==> src/rtl/time_sync_ctrl.sv <==
// time_sync_ctrl: frames the PIC's 32-bit SPI time word and keeps a free-running calendar clock.
// Build macro TIME_SYNC_AGE_EN adds the seconds-since-last-sync counter on sync_age.

module time_sync_ctrl #(
    parameter int CLK_HZ  = 25_000_000,
    parameter int GAP_CYC = 4096
) (
    input  logic        clk,
    input  logic        reset_n,
    input  logic        sclk,
    input  logic        sdi,
    output logic        header,
    output logic [4:0]  year,
    output logic [3:0]  month,
    output logic [4:0]  day,
    output logic [4:0]  hour,
    output logic [5:0]  minute,
    output logic [5:0]  second,
    output logic        frame_ok,
    output logic [7:0]  err_cnt,
    output logic [15:0] sync_age
);
    // state | meaning
    // IDLE  | no bits of a frame captured yet
    // SHIFT | collecting bits 1..31, gap timer running
    // CHECK | validating the captured word
    // LOAD  | calendar just loaded, frame_ok high
    typedef enum logic [1:0] {S_IDLE, S_SHIFT, S_CHECK, S_LOAD} state_t;

    localparam int PW = $clog2(CLK_HZ);
    localparam int GW = $clog2(GAP_CYC);
    localparam logic [PW-1:0] PRE_MAX = PW'(CLK_HZ - 1);
    localparam logic [GW-1:0] GAP_MAX = GW'(GAP_CYC - 1);

    state_t        r_state, w_state_nxt;
    logic          r_sclk_meta, r_sclk_sync, r_sclk_prev, r_sdi_meta, r_sdi_sync;
    logic [31:0]   r_sr;
    logic [4:0]    r_bit_cnt;
    logic [GW-1:0] r_gap_cnt;
    logic [PW-1:0] r_pre;
    logic          r_header;
    logic [4:0]    r_year, r_day, r_hour;
    logic [3:0]    r_month;
    logic [5:0]    r_minute, r_second;
    logic [7:0]    r_err;
    logic          w_rise, w_valid, w_load, w_reject, w_tick;
    logic [4:0]    w_dim_frame, w_dim_now;

    function automatic logic [4:0] f_dim(input logic [3:0] mon, input logic [4:0] yr);
        case (mon)
            4'd2:                      f_dim = (yr[1:0] == 2'd0) ? 5'd29 : 5'd28;
            4'd4, 4'd6, 4'd9, 4'd11:   f_dim = 5'd30;
            default:                   f_dim = 5'd31;
        endcase
    endfunction

    always_ff @(posedge clk or negedge reset_n) begin
        if (!reset_n) begin
            r_sclk_meta <= 1'b0;
            r_sclk_sync <= 1'b0;
            r_sclk_prev <= 1'b0;
            r_sdi_meta  <= 1'b0;
            r_sdi_sync  <= 1'b0;
        end else begin
            r_sclk_meta <= sclk;
            r_sclk_sync <= r_sclk_meta;
            r_sclk_prev <= r_sclk_sync;
            r_sdi_meta  <= sdi;
            r_sdi_sync  <= r_sdi_meta;
        end
    end

    assign w_rise      = r_sclk_sync & ~r_sclk_prev;
    assign w_dim_frame = f_dim(r_sr[25:22], r_sr[30:26]);
    assign w_dim_now   = f_dim(r_month, r_year);
    assign w_valid     = (r_sr[25:22] >= 4'd1) && (r_sr[25:22] <= 4'd12) &&
                         (r_sr[21:17] >= 5'd1) && (r_sr[21:17] <= w_dim_frame) &&
                         (r_sr[16:12] <= 5'd23) && (r_sr[11:6] <= 6'd59) && (r_sr[5:0] <= 6'd59);

    always_comb begin
        w_state_nxt = r_state;
        w_load      = 1'b0;
        w_reject    = 1'b0;
        case (r_state)
            S_IDLE:  if (w_rise) w_state_nxt = S_SHIFT;
            S_SHIFT: begin
                if (w_rise && r_bit_cnt == 5'd31)           w_state_nxt = S_CHECK;
                else if (!w_rise && r_gap_cnt == GAP_MAX)   w_state_nxt = S_IDLE;
            end
            S_CHECK: begin
                if (w_valid) begin
                    w_load      = 1'b1;
                    w_state_nxt = S_LOAD;
                end else begin
                    w_reject    = 1'b1;
                    w_state_nxt = w_rise ? S_SHIFT : S_IDLE;
                end
            end
            S_LOAD:  w_state_nxt = (w_rise || r_bit_cnt != 5'd0) ? S_SHIFT : S_IDLE;
            default: w_state_nxt = S_IDLE;
        endcase
    end

    // An edge seen in CHECK/LOAD becomes bit 0 of the next frame; the counter is already 0 there.
    always_ff @(posedge clk or negedge reset_n) begin
        if (!reset_n) begin
            r_state   <= S_IDLE;
            r_sr      <= '0;
            r_bit_cnt <= '0;
            r_gap_cnt <= '0;
            r_err     <= '0;
        end else begin
            r_state <= w_state_nxt;
            if (w_rise) begin
                r_sr      <= {r_sr[30:0], r_sdi_sync};
                r_bit_cnt <= r_bit_cnt + 5'd1;
                r_gap_cnt <= '0;
            end else if (r_state == S_SHIFT) begin
                if (r_gap_cnt == GAP_MAX) begin
                    r_gap_cnt <= '0;
                    r_bit_cnt <= '0;
                end else begin
                    r_gap_cnt <= r_gap_cnt + GW'(1);
                end
            end else begin
                r_gap_cnt <= '0;
            end
            if (w_reject && r_err != 8'hFF) r_err <= r_err + 8'd1;
        end
    end

    assign w_tick = (r_pre == PRE_MAX) && !w_load;

    always_ff @(posedge clk or negedge reset_n) begin
        if (!reset_n) begin
            r_pre    <= '0;
            r_header <= 1'b0;
            r_year   <= 5'd0;
            r_month  <= 4'd1;
            r_day    <= 5'd1;
            r_hour   <= 5'd0;
            r_minute <= 6'd0;
            r_second <= 6'd0;
        end else if (w_load) begin
            r_pre    <= '0;
            r_header <= r_sr[31];
            r_year   <= r_sr[30:26];
            r_month  <= r_sr[25:22];
            r_day    <= r_sr[21:17];
            r_hour   <= r_sr[16:12];
            r_minute <= r_sr[11:6];
            r_second <= r_sr[5:0];
        end else begin
            r_pre <= (r_pre == PRE_MAX) ? '0 : r_pre + PW'(1);
            if (w_tick) begin
                if (r_second != 6'd59) r_second <= r_second + 6'd1;
                else begin
                    r_second <= 6'd0;
                    if (r_minute != 6'd59) r_minute <= r_minute + 6'd1;
                    else begin
                        r_minute <= 6'd0;
                        if (r_hour != 5'd23) r_hour <= r_hour + 5'd1;
                        else begin
                            r_hour <= 5'd0;
                            if (r_day != w_dim_now) r_day <= r_day + 5'd1;
                            else begin
                                r_day <= 5'd1;
                                if (r_month != 4'd12) r_month <= r_month + 4'd1;
                                else begin
                                    r_month <= 4'd1;
                                    r_year  <= r_year + 5'd1;
                                end
                            end
                        end
                    end
                end
            end
        end
    end

`ifdef TIME_SYNC_AGE_EN
    logic [15:0] r_age;
    always_ff @(posedge clk or negedge reset_n) begin
        if (!reset_n)                         r_age <= '0;
        else if (w_load)                      r_age <= '0;
        else if (w_tick && r_age != 16'hFFFF) r_age <= r_age + 16'd1;
    end
    assign sync_age = r_age;
`else
    assign sync_age = 16'd0;
`endif

    assign header   = r_header;
    assign year     = r_year;
    assign month    = r_month;
    assign day      = r_day;
    assign hour     = r_hour;
    assign minute   = r_minute;
    assign second   = r_second;
    assign frame_ok = (r_state == S_LOAD);
    assign err_cnt  = r_err;

endmodule
==> config.mk <==
export PLATFORM = sky130hd
export DESIGN_NAME = time_sync_ctrl
export DESIGN_NICKNAME = d
export VERILOG_FILES = /design/src/rtl/time_sync_ctrl.sv
export SDC_FILE = /design/constraint.sdc
export NUM_CORES = 1
export LEC_CHECK = 0
export ABC_CLOCK_PERIOD_IN_PS = 3550
export CORE_MARGIN = 2
export CORE_UTILIZATION = 45
export CTS_BUF_LIST = sky130_fd_sc_hd__clkbuf_4 sky130_fd_sc_hd__clkbuf_8 sky130_fd_sc_hd__clkbuf_16
export DETAILED_ROUTE_END_ITERATION = 10
export PLACE_DENSITY = 0.65
export SLEW_MARGIN = 20
export SYNTH_ARGS = -nofsm -noshare
export SYNTH_HDL_FRONTEND = slang
export SYNTH_SLANG_ARGS = --single-unit
==> constraint.sdc <==
create_clock -name clk -period 3.55 [get_ports clk]
set_input_delay 0.8875 -clock clk [delete_from_list [all_inputs] [get_ports clk]]
set_output_delay 0.8875 -clock clk [all_outputs]
set_load 0.05 [all_outputs]
==> metrics.md <==
| Metric | Value |
|---|---|
| Status | complete, no violations |
| Die Wd | 122 um |
| CTS root buf | clkbuf_16 |
| Largest net degree at the start of global routing | 47 |
| Async SR Flop Fraction | 100% |
| FILL cells | 1201 |
| Critical path origin | r_sr[25] |
| Initial DRC count | 287 |
| Core Region | 13300 sq um |
| I/O pin total | 61 |
| Postcts setup bufs | 0 |
| Worst path arrival time | 3.26 ns |
| Worst skew pair latency | 0.41 ns |
| CTS Sinks | 121 |
| Max clock buf depth | 2 |
| Min Tclk post-route | 2.99 ns |
| GRT Total Usage | 19.4% |
| Multi-input gate area | 2980 sq um |
| Synthesized netlist cell count | 668 |
| Final setup vio count | 0 |
| Fmax | 335 MHz |
| Starting Density | 46.6% |
| WL/cell | 14.7 um |
| Ys Warns | 0 |
| EDFF count, synth | 0 |
| Antenna violations before repair | 0 |
| Final ANT Viol Nets | 0 |
| First-pass GRT wire length | 22600 um |
| Num rows | 42 |
| WP data required | 3.82 ns |
| Total Routed Length | 13200 um |
| Num CTS Buffers | 17 |
| Slew headroom | 43.2% |
| Chip height | 122 um |
| Clock transition at the registers of the reported paths | 0.06 ns |
| Maximum fanout along the worst path | 26 |
| Placed cells | 871 |
| Final Max Tran Viols | 0 |
| Max-Cap Viols | 0 |
| Grt ovf | 0 |
| Lkg Pwr | 3.44 nW |
| DRC | 0 |
| Hold Crit Class | flip-flop to flip-flop |
| H-tree lvl count | 4 |
| CP Capture Type | flip-flop |
| Finished Layout Cells | 900 |
| I/O Buffers | 44 |
| Post-DP HPWL | 9000 um |
| Critical path class | flip-flop to flip-flop |
| Final nets | 736 |
| Area of the mapped netlist | 6210 sq um |
| Fin. Hold Viols | 0 |
| Worst setup SP type | flip-flop |
| Cts repair resizes | 0 |
| Share of cells above drive strength 1 | 8.15% |
| Setup WS pre-CTS | 0.621 ns |
| Synth Flop Type | dfrtp_1 |
| Average size of a mapped cell | 9.30 sq um |
| Register Area | 3030 sq um |
| Via Count | 4799 |
| Worst-margin pin slew | 0.831 ns |
| Vias in the first global route | 4677 |
| Final worst slack | 0.563 ns |
| Area grow syn2layout | 18.8% |
| Antenna cells | 0 |
| PwrDens | 464 nW/um^2 |
| Worst vdd ir | 359 uV |
| Drt pass-1 iters | 5 |
| Cts hold-fix bufs | 0 |
| Final Power | 3.43 mW |
| Clk_skew | 0.0153 ns |
| Area of the die | 14800 sq um |
| HP Start | r_sclk_meta |
| Sequential-to-total area share from yosys stat | 48.8% |
| Fin crit share | 84.2% |
| RD Place Congestion | 0.829 |
| Setup TNS | 0 ns |
| Yosys cell types | 60 |
| Mean number of vias per cell | 5.33 |
| Flops & latches, synth | 121 |
| Reg2reg start | r_sr[25] |
| TritonCTS clock tree | built |
| RSZ-0062 raised after global routing | no |
## worst max-delay path: stages, from the launching register on
cell,delay [ns]
dfrtp_1,0.45
nor4b_1,0.38
ha_1,0.32
nand2b_1,0.08
a221oi_1,0.06
a2111oi_0,0.67
nand3b_1,0.17
buf_4,0.26
nand2_1,0.09
buf_4,0.27
nor2_1,0.09
## sequential cells by signal (all words and copies together), names as in the netlist
signal and cells:
r_sdi_meta 1, r_gap_cnt 12, r_sdi_sync 1, r_sclk_prev 1, header 1, month 4, r_sclk_meta 1, r_bit_cnt 5
err_cnt 8, r_sr 32, second 6, r_state 2, r_sclk_sync 1, year 5, minute 6, hour 5
day 5, r_pre 25
## power by group
part	leakage [nW]	switching (mW)	internal, mW	total [mW]
Sequential	1.64	0.0625	1.44	1.51
Combinational	1.51	0.129	0.0521	0.181
Clock	0.298	0.556	1.18	1.74
Total	3.44	0.748	2.68	3.43
## kinds of logic after synthesis
| group | Yosys count | share of synthesized area [%] |
|---|---|---|
| XOR/XNOR | 46 | 6.48 |
| AO/OA/AOI/OAI | 73 | 7.25 |
| other | 1 | 0.0603 |
| adder cells (fa/ha/maj) | 18 | 3.62 |
| multiplexers | 14 | 2.32 |
| AND/OR/NAND/NOR | 342 | 27.3 |
| buffers and inverters | 53 | 4.23 |
| flip-flops | 121 | 48.8 |
## path summary, 6_finish.rpt
kind / endpoint / slack, ns / cells past startpoint
max in group asynchronous: r_sr[9] / 2.20 / 2
max reg2reg: r_pre[3] / 0.56 / 10
max: r_pre[3] / 0.56 / 10
min in group asynchronous: err_cnt[5] / 0.51 / 1
min: r_sclk_sync / 0.35 / 0
min reg2reg: r_sclk_sync / 0.35 / 0
## stage by stage
| step | hold WS (ns) | area (sq um) | utilization, % |
|---|---|---|---|
| final | 0.347 | 7390 | 55.3 |
| after global routing | 0.347 | 7390 | 55.3 |
| after CTS | 0.346 | 7390 | 55.3 |
| after detailed placement | 0.338 | 6790 | 50.9 |
| after global placement | 0.335 | 6790 | 50.9 |
| after floorplan | 0.331 | 6270 | - |
## per-layer routing
metal | vias up | GRT usage [%] | part of all wire [%]
met2 | 84 | 30.2 | 48
met4 | 0 | 7.69 | 1.5
met3 | 18 | 4.61 | 3.1
li1 | 2345 | - | -
met1 | 2352 | 26.2 | 48
met5 | - | 0 | 0
## synth_stat cells (all sizes together), types with 4 or more instances
cell	number	area share, %
a31oi	14	1.4
buf	20	2.2
nor4	8	1.4
xor2	27	3.8
nand3	35	2.8
or3	5	0.50
a21oi	18	1.4
and2	11	1.1
or2	4	0.40
xnor2	19	2.7
and4	4	0.56
ha	18	3.6
nor2	82	5.0
o21ai	19	1.5
dfrtp	119	48
clkbuf	20	1.2
nor3	7	0.64
nor4b	5	0.70
mux2i	11	1.8
inv	13	0.79
nor2b	5	0.50
nand2	126	7.6
nand4	22	2.6
and3	12	1.2
## layout by cell type, fill, tap and decap left out, types with 14 or more instances in the layout
| master | instances |
|---|---|
| a21oi_1 | 18 |
| a31oi_1 | 14 |
| clkbuf_16 | 17 |
| clkdlybuf4s50_1 | 43 |
| conb_1 | 16 |
| dfrtp_1 | 119 |
| ha_1 | 18 |
| nand2_1 | 126 |
| nand3_1 | 35 |
| nand4_1 | 20 |
| nor2_1 | 81 |
| o21ai_0 | 19 |
| xnor2_1 | 19 |
| xor2_1 | 27 |
## cell type report
type,count,area share (%)
Clock buffer,26,6.84
Timing Repair Buffer,52,6.91
Multi-Input combinational cell,509,40.4
Tap cell,176,2.98
Clock inverter,3,1.22
Inverter,13,0.661
Sequential cell,121,41.0
(Power assumes the default switching activity.)
